**src/rtl/frv_mem_arbiter.sv**
```systemverilog
// frv_mem_arbiter: merges the core's instruction and data request ports onto
// one shared memory bus. Accepted requests push an owner tag into an in-order
// FIFO; each bus response is steered back to the owner at the FIFO head.
// Handshake: a request transfers in a cycle where req and gnt are both high;
// a response transfers in a cycle where recv and ack are both high. A stalled
// request keeps the bus (lock) until it is granted.
// Optional feature: define FRV_MEM_ARB_RR_EN for round-robin arbitration;
// otherwise dmem has fixed priority over imem.
module frv_mem_arbiter #(
   parameter int OUTSTANDING = 2
) (
   input  logic        g_clk,
   input  logic        g_resetn,
   input  logic        imem_req,
   input  logic        imem_wen,
   input  logic [3:0]  imem_strb,
   input  logic [31:0] imem_wdata,
   input  logic [31:0] imem_addr,
   output logic        imem_gnt,
   output logic        imem_recv,
   input  logic        imem_ack,
   output logic        imem_error,
   output logic [31:0] imem_rdata,
   input  logic        dmem_req,
   input  logic        dmem_wen,
   input  logic [3:0]  dmem_strb,
   input  logic [31:0] dmem_wdata,
   input  logic [31:0] dmem_addr,
   output logic        dmem_gnt,
   output logic        dmem_recv,
   input  logic        dmem_ack,
   output logic        dmem_error,
   output logic [31:0] dmem_rdata,
   output logic        mem_req,
   output logic        mem_wen,
   output logic [3:0]  mem_strb,
   output logic [31:0] mem_wdata,
   output logic [31:0] mem_addr,
   input  logic        mem_gnt,
   input  logic        mem_recv,
   output logic        mem_ack,
   input  logic        mem_error,
   input  logic [31:0] mem_rdata,
   output logic        err_spurious
);

   localparam int PW = (OUTSTANDING > 1) ? $clog2(OUTSTANDING) : 1;
   localparam int CW = $clog2(OUTSTANDING + 1);
   localparam logic [PW-1:0] PTR_LAST = PW'(OUTSTANDING - 1);
   localparam logic [CW-1:0] CNT_FULL = CW'(OUTSTANDING);

   // Owner tag encoding shared by the FIFO, selection and RR pointer.
   localparam logic OWN_I = 1'b0;
   localparam logic OWN_D = 1'b1;

   // Lock FSM: remembers which port owns a stalled (ungranted) request.
   typedef enum logic [1:0] {
      LK_NONE = 2'd0,
      LK_I    = 2'd1,
      LK_D    = 2'd2
   } lock_state_t;

   lock_state_t lock_q, lock_next;

   logic [OUTSTANDING-1:0] tag_q;
   logic [PW-1:0]          wr_ptr_q, rd_ptr_q;
   logic [CW-1:0]          count_q;
   logic                   spurious_q;

   logic sel;
   logic policy_sel;
   logic full, empty, head;
   logic push, pop;

`ifdef FRV_MEM_ARB_RR_EN
   // rr_q holds the port that wins the next contested cycle.
   logic rr_q;

   // Round-robin: on contention the port not granted last wins.
   always_comb begin
      policy_sel = OWN_I;
      if (imem_req && dmem_req) policy_sel = rr_q;
      else if (dmem_req)        policy_sel = OWN_D;
   end

   // Advance the round-robin pointer past whichever port was just granted.
   always_ff @(posedge g_clk) begin
      if (!g_resetn)  rr_q <= OWN_D;
      else if (push)  rr_q <= ~sel;
   end
`else
   // Fixed priority: dmem wins whenever it requests.
   always_comb begin
      policy_sel = dmem_req ? OWN_D : OWN_I;
   end
`endif

   // Port selection: a locked owner overrides the arbitration policy.
   always_comb begin
      sel = policy_sel;
      case (lock_q)
         LK_I:    sel = OWN_I;
         LK_D:    sel = OWN_D;
         default: sel = policy_sel;
      endcase
   end

   // Request path: zero-cycle mux of the selected port onto the bus.
   always_comb begin
      full     = (count_q == CNT_FULL);
      mem_req  = (imem_req | dmem_req) & ~full;
      mem_wen  = (sel == OWN_D) ? dmem_wen   : imem_wen;
      mem_strb = (sel == OWN_D) ? dmem_strb  : imem_strb;
      mem_wdata= (sel == OWN_D) ? dmem_wdata : imem_wdata;
      mem_addr = (sel == OWN_D) ? dmem_addr  : imem_addr;
      imem_gnt = mem_gnt & mem_req & (sel == OWN_I);
      dmem_gnt = mem_gnt & mem_req & (sel == OWN_D);
      push     = mem_req & mem_gnt;
   end

   // Response path: route to the FIFO head owner; empty FIFO drops responses.
   always_comb begin
      empty      = (count_q == '0);
      head       = tag_q[rd_ptr_q];
      imem_recv  = mem_recv & ~empty & (head == OWN_I);
      dmem_recv  = mem_recv & ~empty & (head == OWN_D);
      imem_rdata = imem_recv ? mem_rdata : '0;
      dmem_rdata = dmem_recv ? mem_rdata : '0;
      imem_error = imem_recv & mem_error;
      dmem_error = dmem_recv & mem_error;
      if (empty) mem_ack = mem_recv;
      else       mem_ack = (head == OWN_D) ? dmem_ack : imem_ack;
      pop        = mem_recv & mem_ack & ~empty;
   end

   // Lock next state: set on a stalled request, cleared once it is granted.
   always_comb begin
      lock_next = lock_q;
      if (mem_req && mem_gnt)  lock_next = LK_NONE;
      else if (mem_req)        lock_next = (sel == OWN_D) ? LK_D : LK_I;
   end

   // Lock state register.
   always_ff @(posedge g_clk) begin
      if (!g_resetn) lock_q <= LK_NONE;
      else           lock_q <= lock_next;
   end

   // Tag FIFO storage, pointers and occupancy count.
   always_ff @(posedge g_clk) begin
      if (!g_resetn) begin
         tag_q    <= '0;
         wr_ptr_q <= '0;
         rd_ptr_q <= '0;
         count_q  <= '0;
      end else begin
         if (push) begin
            tag_q[wr_ptr_q] <= sel;
            wr_ptr_q        <= (wr_ptr_q == PTR_LAST) ? '0 : wr_ptr_q + PW'(1);
         end
         if (pop) begin
            rd_ptr_q <= (rd_ptr_q == PTR_LAST) ? '0 : rd_ptr_q + PW'(1);
         end
         if (push && !pop)      count_q <= count_q + CW'(1);
         else if (pop && !push) count_q <= count_q - CW'(1);
      end
   end

   // Sticky flag for a bus response arriving with nothing outstanding.
   always_ff @(posedge g_clk) begin
      if (!g_resetn)               spurious_q <= 1'b0;
      else if (mem_recv && empty)  spurious_q <= 1'b1;
   end

   assign err_spurious = spurious_q;

endmodule

```
**config.mk**
```make
export PLATFORM = sky130hd
export DESIGN_NAME = frv_mem_arbiter
export DESIGN_NICKNAME = d
export VERILOG_FILES = /design/src/rtl/frv_mem_arbiter.sv
export SDC_FILE = /design/constraint.sdc
export NUM_CORES = 1
export LEC_CHECK = 0
export CORE_AREA = 2 2 126 128
export CTS_BUF_LIST = sky130_fd_sc_hd__clkbuf_8
export CTS_CLUSTER_SIZE = 8
export DETAILED_ROUTE_END_ITERATION = 10
export DIE_AREA = 0 0 128 130
export GPL_ROUTABILITY_DRIVEN = 0
export PLACE_DENSITY = 0.57
export SYNTH_ARGS = -nofsm -noshare
export SYNTH_HDL_FRONTEND = slang
export SYNTH_SLANG_ARGS = --single-unit
```
**constraint.sdc**
```tcl
create_clock -name g_clk -period 2.07 [get_ports g_clk]
set_input_delay 0.414 -clock g_clk [delete_from_list [all_inputs] [get_ports g_clk]]
set_output_delay 0.414 -clock g_clk [all_outputs]
set_load 0.05 [all_outputs]
```
# ---- After elaboration in Yosys (flattened, before gate mapping)
# Cells that the tools add are included.
dict set report word_totals {
  regBits 9
  output_inout_bits 142
  word_cells 63
  input_bits 179
}
dict set report op_classes {
  magnitude_cmp 3
  mux 20
  n_reduce_logical 10
  bitwise 17
  n_addsub 4
  eq_ne 3
}
# operator count
set op_table {}
lappend op_table {{32-bit two-way mux} 4}
lappend op_table {{1-bit bitwise AND} 11}
lappend op_table {{1-bit two-way mux} 9}
lappend op_table {{2-bit two-way mux} 3}
lappend op_table {{1-bit logical AND} 5}
lappend op_table {{1-bit NOT} 5}
lappend op_table {{2-bit == test (second input constant)} 2}
lappend op_table {{1-bit by 2-bit less-than comparator with 1-bit output (second input constant)} 2}
lappend op_table {{4-bit two-way mux} 1}
lappend op_table {{1-bit adder (second input constant)} 2}
lappend op_table {{2-bit by 1-bit adder with 2-bit output (second input constant)} 1}
lappend op_table {{2-bit bitwise mux} 1}
lappend op_table {{2-bit by 1-bit == test with 1-bit output (second input constant)} 1}
lappend op_table {{1-bit zero test} 2}
lappend op_table {{2-bit zero test} 1}
lappend op_table {{1-bit one-hot mux with 2 select lines} 1}
lappend op_table {{2-bit nonzero test} 1}
lappend op_table {{2-bit OR reduction} 1}
lappend op_table {{2-bit by 1-bit subtractor with 2-bit output (second input constant)} 1}
lappend op_table {{1-bit demux with 1-bit select} 1}
lappend op_table {{1-bit greater-or-equal comparator (second input constant)} 1}
lappend op_table {{1-bit OR} 1}

# ---- Depth between registers and ports, before layout
# Gate-level depths: netlist of the first run.
dict set report depth {
  depth_word 9
  mapped_depth 8
  ltp_nobuf 7
}

# ---- Least setup slack after synthesis of the first run
# No wires, ideal clock.
dict set report synth_path {
  kind {flip-flop to output port}
  from {register lock_q[0]}
  to {output dmem_gnt}
  required_time_ns 1.656
  slack_ns -0.876
  stages_incl_launch_ff 7
  arrival_ns 2.532
  n_path_buf 2
  cell_sequence {dfxtp_1 > inv_1 > ha_1 > mux2i_1 > buf_2 > buf_2 > nor4_1}
}
dict set report synth_via {
  elab_chain_cells 3
  elab_cells_between_ends 4
  classes_between {eq/ne: 2; mux: 1; bitwise: 1}
}
# item line_no
set synth_lines {}
lappend synth_lines {{from (decl)} 63} ;# lock_state_t lock_q, lock_next;
lappend synth_lines {{from (signal assigned)} 146} ;# else lock_q <= lock_next;
lappend synth_lines {{2-bit == test / 2-bit by 1-bit == test with 1-bit output (equally long branches)} 101} ;# case (lock_q)
lappend synth_lines {{1-bit one-hot mux with 2 select lines *} 101}
lappend synth_lines {{1-bit bitwise AND *} 117} ;# dmem_gnt = mem_gnt & mem_req & (sel == OWN_D);
lappend synth_lines {{to (decl)} 29} ;# output logic dmem_gnt,
# Mark *: on every way between the ends. The rest lies on a longest branch, timed or not.

# ---- Worst setup path after layout of the first run
dict set report layout_path {
  from {register lock_q[0]}
  to {output mem_wdata[5]}
}
dict set report layout_via {
  elab_chain_cells 3
  elab_cells_between_ends 4
  classes_between {eq/ne: 2; mux: 2}
}
# item line_no
set layout_lines {}
lappend layout_lines {{2-bit == test / 2-bit by 1-bit == test with 1-bit output (equally long branches)} 101}
lappend layout_lines {{1-bit one-hot mux with 2 select lines *} 101}
lappend layout_lines {{32-bit two-way mux *} 114} ;# mem_wdata= (sel == OWN_D) ? dmem_wdata : imem_wdata;
lappend layout_lines {{to (decl)} 37} ;# output logic [31:0] mem_wdata,
# Marked as above.

==> Implementation_results.wiki, run 1 <==
{| class="wikitable"
! Metric !! Value
|-
| Largest area contributor in the synthesized netlist || sky130_fd_sc_hd__mux2_2
|-
| DRC errors left || 0
|-
| Number of input and output port buffers inserted || 320
|-
| FF+latch count, synth || 9
|-
| First-pass GRT wire length || around 19000 µm
|-
| Most used standard cell by instance count after synthesis || sky130_fd_sc_hd__mux2_2
|-
| Top post-synthesis cells by area || sky130_fd_sc_hd__mux2_2 (43%), sky130_fd_sc_hd__and2_1 (23%), sky130_fd_sc_hd__dfxtp_1 (9.9%), sky130_fd_sc_hd__mux2i_1 (3.8%), sky130_fd_sc_hd__buf_2 (2.7%)
|-
| Via count of the first global-routing pass || 3267
|-
| Cell variety after synth || 29
|-
| Part of the Yosys area used for sequential elements || 9.86%
|-
| Cell row count || 46
|-
| Ranking of synthesized cells by instance count || sky130_fd_sc_hd__mux2_2 (69), sky130_fd_sc_hd__and2_1 (68), sky130_fd_sc_hd__buf_2 (10)
|-
| Overall routing resource usage || ~15%
|-
| Minimum period implied by the final worst setup slack || 2440 ps
|-
| Hold violation count in the final report || 0
|-
| Pins Over Slew Limit || 0
|-
| Violations in the final reports || setup timing
|-
| Post-synthesis net count || just under 400
|-
| HPWL reported at the end of detailed placement || approximately 11000 µm
|-
| Number of I/O pins || 321
|-
| Worst Setup Path Type || reg -> out
|-
| Synthesis Warnings || 0
|-
| EDFF count, synth || 0
|-
| Cell Area, Synth || between 1500 and 2000 µm²
|-
| Outcome || finished with violations
|-
| Synth-to-Final Area Change || 295%
|-
| Total Wirelength || 14300 µm
|-
| Initial antenna violation count || 0
|-
| Fraction of layout cells with a size suffix above 1 || 61.1%
|-
| Post-DR vias/cell || 4.08
|-
| Crit start category || flop
|-
| Relative slew slack || 65.5%
|-
| Core Footprint || 15400 µm²
|-
| Number of max-capacitance violations reported || 0
|-
| Data arrival time of the critical path || 2020 ps
|-
| Total global routing overflow || 0
|-
| Most used flip-flop cell after synthesis || sky130_fd_sc_hd__dfxtp_1
|-
| Async SR Flop Fraction || 0%
|-
| Data required, critical path || 1660 ps
|-
| Hold WC Path Type || reg -> reg
|-
| Starting DRT DRC Count || 72
|-
| Unrepaired setup endpoints after global routing || true
|-
| CTS sink cnt || 9
|-
| Die Y || 130 µm
|-
| Post-Route Skew || 3.06 ps
|-
| Core utilization of the finished layout || 46.8%
|-
| Clock buffers created by TritonCTS || 3
|-
| Leakage || 3.09 nW
|-
| Synthesized area per cell || 8.66 µm²
|-
| Type of element capturing the critical path || output port
|-
| Number of hold buffers added after CTS || 0
|-
| Peak VDD IR || 0.000328 V
|-
| Reg clk slew, reported paths || 50 ps
|-
| CTS Buffer Depth || 2
|-
| DR WL/cell || 18.9 µm
|-
| Post-route antenna net violation count || 0
|-
| Die Width || 128 µm
|-
| Post-Syn Instances || 211
|-
| Setup Viol. Count Final || 112
|-
| Antenna cell count || 0
|-
| Area share of the largest cell type after synthesis || 42.5%
|-
| # nets final || 745
|-
| Via count || around 3100
|-
| Final critical-path setup slack || -367 ps
|-
| Period Utilization, post-route || 118%
|-
| Number of cells in the finished layout apart from fillers || 755
|-
| Maximum number of pins on one net before global-route repair || 20
|-
| Worst skew pair latency || around 230 ps
|-
| Detailed Routing Iterations Pass 1 || 4
|-
| TritonCTS clock tree || built
|-
| Power per cell area || about 700 nW/µm²
|-
| Root buffer selected by CTS || sky130_fd_sc_hd__clkbuf_8
|-
| Worst Hold Slack || 494 ps
|-
| Die ar. || approximately 17000 µm²
|-
| Max Clk Rate || 410 MHz
|-
| Critical path peak fanout || 9
|-
| Post-Route Setup TNS || -25010 ps
|-
| Worst slew pin tran || 516 ps
|-
| Starting density of the core || 11.8%
|-
| Post-Place Cells || 721
|-
| Number of H-tree levels || 1
|}
## logic make-up after synthesis
logic type | count (synthesis) | share of synthesized area, %
AOI/OAI and AO/OA | 12 | 4.25
xor gates and xnor gates | 2 | 0.959
adders and majority gates | 2 | 1.37
buffers and inverters | 22 | 6.64
DFF | 9 | 9.86
muxes | 77 | 47.1
and+or+nand+nor | 87 | 29.8
## sequential cells by signal, indices dropped and copies added (netlist names)
name / count
count_q: 2
err_spurious: 1
tag_q: 2
wr_ptr_q: 1
rd_ptr_q: 1
lock_q: 2
## layer usage
metal  track usage, %  share of wire, %
met2             32.0                55
met4             4.33               2.4
met1             14.7                33
met5                0                 0
met3             4.35               8.9
## worst max-delay path, stage by stage (launching register included)
cell,delay [ps]
sky130_fd_sc_hd__dfxtp_2,340
sky130_fd_sc_hd__inv_2,40
sky130_fd_sc_hd__ha_4,270
sky130_fd_sc_hd__mux2i_4,270
sky130_fd_sc_hd__buf_12,190
sky130_fd_sc_hd__clkbuf_16,170
sky130_fd_sc_hd__mux2_2,350
sky130_fd_sc_hd__buf_6,160
## where the power goes
group | leakage (nW) | switching (mW) | internal, mW
clock | 0.0269 | 0.0689 | 0.129
combinational | 2.99 | 2.24 | 2.34
sequential | 0.0755 | 0.0506 | 0.216
## cells in the final DEF (no fill, tap or decap), types with 2 or more instances in the layout
master and count:
sky130_fd_sc_hd__nand2_1 3, sky130_fd_sc_hd__nand2b_1 2, sky130_fd_sc_hd__buf_8 12, sky130_fd_sc_hd__or4_1 2
sky130_fd_sc_hd__nor2_1 3, sky130_fd_sc_hd__dfxtp_2 4, sky130_fd_sc_hd__o211ai_1 2, sky130_fd_sc_hd__inv_1 3
sky130_fd_sc_hd__mux2_2 25, sky130_fd_sc_hd__mux2i_1 3, sky130_fd_sc_hd__mux2i_4 3, sky130_fd_sc_hd__nor2b_1 2
sky130_fd_sc_hd__mux2_4 44, sky130_fd_sc_hd__inv_2 3, sky130_fd_sc_hd__dfxtp_1 5, sky130_fd_sc_hd__a21boi_1 2
sky130_fd_sc_hd__buf_16 10, sky130_fd_sc_hd__and2_4 67, sky130_fd_sc_hd__buf_6 72, sky130_fd_sc_hd__clkdlybuf4s50_1 177
sky130_fd_sc_hd__mux2i_2 2, sky130_fd_sc_hd__dlygate4sd2_1 2, sky130_fd_sc_hd__buf_12 79, sky130_fd_sc_hd__buf_4 10
sky130_fd_sc_hd__clkbuf_8 3, sky130_fd_sc_hd__clkbuf_16 3, sky130_fd_sc_hd__o21ai_0 4
## repair_timing
action | 4_1_cts | 5_1_grt
setup endpoints to repair | 140 | 143
gates cloned | 13 | 4
gates resized for setup | 198 | 34
buffers inserted | 18 | 3
pin swaps | 44 | 11
## metrics by stage
| stage | cell area [µm²] | total power, mW | worst slack [ps] |
|---|---|---|---|
| floorplan | 1900 | 2.31 | -20.6 |
| global placement | 5960 | 3.86 | -301 |
| detailed placement | 5960 | 3.89 | -331 |
| CTS | 7100 | 5.01 | -362 |
| global route | 7220 | 5.23 | -417 |
| finish | 7220 | 5.04 | -367 |
## final cells by class
| cell class | instances | area, µm² |
|---|---|---|
| inverters | 5 | 18.8 |
| well taps | 192 | 240 |
| fillers | 1439 | 8200 |
| flip-flops and latches | 9 | 185 |
| clock inverters | 1 | 3.75 |
| multi-input cells | 180 | 1940 |
| clock buffers | 3 | 41.3 |
| repair buffers | 365 | 4790 |
## final timing paths
check	depth (start not counted)	endpoint	startpoint	slack [ps]
worst min register to register	2	wr_ptr_q	wr_ptr_q	490
worst min-delay path	2	wr_ptr_q	wr_ptr_q	490
worst max-delay path	7	mem_wdata[5]	lock_q[0]	-370
worst max register to register	9	lock_q[0]	lock_q[0]	-40
(Power assumes the default switching activity.)
==> run 2, diff against run 1 <==
--- a/config.mk
+++ b/config.mk
@@ -5,6 +5,7 @@
 export SDC_FILE = /design/constraint.sdc
 export NUM_CORES = 1
 export LEC_CHECK = 0
+export ABC_AREA = 1
 export CORE_AREA = 2 2 126 128
 export CTS_BUF_LIST = sky130_fd_sc_hd__clkbuf_8
 export CTS_CLUSTER_SIZE = 8
==> run 2 against run 1 <==
The run still ends with setup timing left. Synthesized cell count up 92%. Clock skew down 2.5 ps. Hold slack worse by 33 ps. Count of clock-buffer cells in the layout unchanged. Sequential power down 13%. Core utilization up 2.7 points. Critical path depth up 2. Global-route usage up 0.079 points. Sequential share of layout area down 0.14 points. Non-clock buffer count down 11. Power up 57%. Critical endpoint is now mem_addr[4].
==> Implementation_results.wiki, run 2 <==
{| class="wikitable"
! Metric !! Value
|-
| R2r startpoint || rd_ptr_q
|-
| Final-layout fill cell count || 1419 (-1.4%)
|-
| Number of cells traversed by the worst register-to-register path || 11 (+2)
|-
| Compound-cell area share of the yosys netlist || 3.49% (-0.75 points)
|-
| Placed standard-cell area || 6770 µm² (+13%)
|-
| Antenna cell count || 0 (unchanged)
|-
| Proportion of synthesized area in mux cells || 0% (-47 points)
|-
| Data arrival time of the critical path || 1700 ps (-320 ps)
|-
| Hold violation count in the final report || 0 (unchanged)
|-
| Count of cells along the worst hold path || 2 (unchanged)
|-
| Core utilization of the finished layout || 49.5% (+2.7 points)
|-
| Die Y || 130 µm (unchanged)
|-
| Data required, critical path || 1660 ps (about the same)
|-
| Power Total || 7.93 mW (+57%)
|-
| Maximum number of pins on one net before global-route repair || 35 (+75%)
|-
| Ranking of synthesized cells by instance count || sky130_fd_sc_hd__nand2_1 (228), sky130_fd_sc_hd__nor2_1 (79), sky130_fd_sc_hd__inv_1 (49)
|-
| Fraction of synthesized cell area in xor and xnor cells || 0% (-0.96 points)
|-
| CTS Buffer Depth || 2 (unchanged)
|-
| Synthesized area per cell || 4.32 µm² (-50%)
|-
| Power per cell area || 1040 nW/µm² (+49%)
|-
| DRC errors left || 0 (unchanged)
|-
| Overall routing resource usage || 15.6% (+0.079 points)
|-
| Psw || 4.10 mW (+74%)
|-
| DR WL/cell || 14.9 µm (-21%)
|-
| Cell Area, Synth || 1760 µm² (-3.9%)
|-
| Post-Route Setup TNS || -1360 ps (+23640 ps)
|-
| FF+latch count, synth || 9 (unchanged)
|-
| Area share of the largest cell type after synthesis || 48.8% (+6.2 points)
|-
| Adder and majority cell fraction of the synthesized area || 1.43% (+0.056 points)
|-
| Synth-to-Final Area Change || 335%
|-
| Starting density of the core || 11.4% (-0.46 points)
|-
| Standard cell with the maximum stage delay on the critical path || sky130_fd_sc_hd__dfxtp_2
|-
| Final critical-path setup slack || -48.3 ps (+319 ps)
|-
| Via count of the first global-routing pass || 3603 (+10%)
|-
| Top post-synthesis cells by area || sky130_fd_sc_hd__nand2_1 (49%), sky130_fd_sc_hd__nor2_1 (17%), sky130_fd_sc_hd__inv_1 (10%), sky130_fd_sc_hd__dfxtp_1 (10%), sky130_fd_sc_hd__buf_2 (5.7%)
|-
| TritonCTS clock tree || built
|-
| Hold WC Path Type || reg -> reg
|-
| Outcome || finished with violations
|-
| Period Utilization, post-route || 102% (-15 points)
|-
| Detailed Routing Iterations Pass 1 || 4 (unchanged)
|-
| Flop pwr share || 2.9% (-2.4 points)
|-
| Worst skew pair latency || 230 ps (about the same)
|-
| Core Footprint || 15400 µm² (unchanged)
|-
| Leakage || 3.58 nW (+16%)
|-
| Largest area contributor in the synthesized netlist || sky130_fd_sc_hd__nand2_1
|-
| CTS sink cnt || 9 (unchanged)
|-
| Setup Viol. Count Final || 62 (-45%)
|-
| Total Wirelength || 13900 µm (-2.4%)
|-
| Number of input and output port buffers inserted || 320 (unchanged)
|-
| Via count || 3666 (+19%)
|-
| Cell variety after synth || 17 (-41%)
|-
| Clock network fraction of design power || 2.5% (-1.4 points)
|-
| Worst setup slack before clock tree synthesis || -134 ps (+196 ps)
|-
| First-pass GRT wire length || 20000 µm (+3.1%)
|-
| Number of H-tree levels || 1 (unchanged)
|-
| Pins Over Slew Limit || 0 (unchanged)
|-
| Crit start category || flop
|-
| Max Clk Rate || 472 MHz (+15%)
|-
| Min-delay src || err_spurious
|-
| Post-Place Cells || 917 (+27%)
|-
| Post-Route Skew || 0.573 ps (-2.49 ps)
|-
| Fraction of layout cells with a size suffix above 1 || 44.4% (-17 points)
|-
| Worst r2r dst || count_q[1]
|-
| Die ar. || 16600 µm² (unchanged)
|-
| Total global routing overflow || 0 (unchanged)
|-
| Leading cell types in the layout, fill and taps excluded || sky130_fd_sc_hd__clkdlybuf4s50_1 (177), sky130_fd_sc_hd__buf_12 (152), sky130_fd_sc_hd__nand2_1 (128)
|-
| Reg clk slew, reported paths || 50 ps (about the same)
|-
| Number of I/O pins || 321 (unchanged)
|-
| Minimum period implied by the final worst setup slack || 2120 ps (-319 ps)
|-
| Post-DR vias/cell || 3.92 (-3.9%)
|-
| Post-synthesis net count || 587 (+50%)
|-
| Synthesis Warnings || 0 (unchanged)
|-
| Unrepaired setup endpoints after global routing || true
|-
| Area occupied by multi-input gates || 1840 µm² (-5.3%)
|-
| Worst hold endpoint || err_spurious
|-
| Cell-by-cell trace of the critical path || inv_2, ha_4, o21ai_4, buf_12, buf_16, buf_12, nand2_4, nand2_4, buf_12
|-
| Most used cell along the critical path || sky130_fd_sc_hd__buf_12
|-
| Cell area after layout || 7640 µm² (+5.8%)
|-
| Most used flip-flop cell after synthesis || sky130_fd_sc_hd__dfxtp_1
|-
| Part of the Yosys area used for sequential elements || 10.3% (+0.40 points)
|-
| Number of max-capacitance violations reported || 0 (unchanged)
|-
| Sw frac || 51.7% (+4.9 points)
|-
| HPWL reported at the end of detailed placement || 11300 µm (+6.0%)
|-
| Async SR Flop Fraction || 0% (unchanged)
|-
| Post-Syn Instances || 406 (+92%)
|-
| Peak per-stage delay on the critical path || 320 ps (-30 ps)
|-
| Dominant combinational cell family by area after synthesis || simple AND/OR/NAND/NOR gates
|-
| Type of element capturing the critical path || output port
|-
| Root buffer selected by CTS || sky130_fd_sc_hd__clkbuf_8
|-
| Post-route antenna net violation count || 0 (unchanged)
|-
| Worst slew pin tran || 488 ps (-28.9 ps)
|-
| Simple-Gate Fraction of Synth Area || 68.4% (+39 points)
|-
| Biggest regs || count_q: 2 flops, lock_q: 2 flops, tag_q: 2 flops
|-
| Relative slew slack || 67.4% (+1.9 points)
|-
| Cell row count || 46 (unchanged)
|-
| Critical path peak fanout || 7 (-2)
|-
| # nets final || 926 (+24%)
|-
| Cell-internal power || 3.83 mW (+43%)
|-
| Most used standard cell by instance count after synthesis || sky130_fd_sc_hd__nand2_1
|-
| Area of all sequential standard cells || 185 µm² (unchanged)
|-
| R2R setup slack || 400 ps (+440 ps)
|-
| Peak VDD IR || 0.000602 V (+84%)
|-
| Worst Setup Path Type || reg -> out
|-
| EDFF count, synth || 0 (unchanged)
|-
| Initial antenna violation count || 0 (unchanged)
|-
| Number of cells in the finished layout apart from fillers || 936 (+24%)
|-
| Clock buffers created by TritonCTS || 3 (unchanged)
|-
| Combinational share of power || 94.6% (+3.8 points)
|-
| Most frequent standard cell in the layout excluding fill and tap cells || sky130_fd_sc_hd__clkdlybuf4s50_1
|-
| Starting DRT DRC Count || 56 (-22%)
|-
| Die Width || 128 µm (unchanged)
|-
| Violations in the final reports || setup timing
|-
| Worst Hold Slack || 461 ps (-32.8 ps)
|}
-- run 2: changes by cell type after synthesis, sizes merged, moves of 8 or more --
| cell | change |
|---|---|
| and2 | -68 |
| inv | +45 |
| mux2 | -69 |
| mux2i | -8 |
| nand2 | +226 |
| nor2 | +76 |
-- run 2: critical path: cells and delay by family, from the launching register on --
family,cells,cell delay [ps]
buffers and inverters,5,570
DFF,1,320
adders and majority gates,1,220
AOI/OAI and AO/OA,1,230
and+or+nand+nor,2,120
-- run 2: timing repair --
action,CTS,global route
pin swaps,35,4
hold buffers,0,0
gates cloned,8,0
resized for setup,136,61
buffers inserted,9,0
endpoints found under the setup margin,137,125
-- run 2: power by group through the flow --
| stage | sequential [mW] | combinational (mW) | clock (mW) |
|---|---|---|---|
| after CTS | 0.225 | 7.53 | 0.208 |
| after detailed placement | 0.224 | 6.61 | 0 |
| after global routing | 0.236 | 7.82 | 0.220 |
| final | 0.231 | 7.50 | 0.201 |
| after floorplan | 0.231 | 3.01 | 0 |
| after global placement | 0.223 | 6.59 | 0 |
-- run 2: worst max path at each step --
stage | end | start | slack (ps)
CTS | mem_wdata[13] | lock_q[0] | -140
floorplan | imem_gnt | lock_q[0] | 60
detailed placement | imem_rdata[0] | mem_recv | -130
global route | mem_addr[5] | lock_q[0] | -140
global placement | dmem_rdata[14] | mem_recv | -130
finish | mem_addr[4] | lock_q[0] | -50
-- run 2: routing by layer --
metal,vias up,track usage [%],share of wire (%)
met5,-,0,0
met4,0,2.71,1.3
met3,9,4.51,9.4
met2,205,30.8,56
met1,1605,16.4,33
li1,1847,-,-
-- run 2: cell type report --
cell class | count | share of cell area (%)
tap | 192 | 3.14
clock inverter | 1 | 0.0491
sequential | 9 | 2.42
inverter | 50 | 2.49
clock buffer | 3 | 0.540
timing repair buffer | 354 | 67.3
multi-input combinational | 327 | 24.1
-- run 2: cell families (layout without fill, tap and decap cells) --
family                     after synthesis  after routing
and+or+nand+nor                        314            314
buffers and inverters                   70            408
AOI/OAI and AO/OA                       11             11
DFF                                      9              9
adders and majority gates                2              2
==> run 3, diff against run 2 <==
--- a/config.mk
+++ b/config.mk
@@ -8,6 +8,7 @@
 export ABC_AREA = 1
 export CORE_AREA = 2 2 126 128
 export CTS_BUF_LIST = sky130_fd_sc_hd__clkbuf_8
+export CTS_CLUSTER_DIAMETER = 80
 export CTS_CLUSTER_SIZE = 8
 export DETAILED_ROUTE_END_ITERATION = 10
 export DIE_AREA = 0 0 128 130
==> results of run 3 <==
No change in the layout: final DEF, timing and power equal those of run 2.
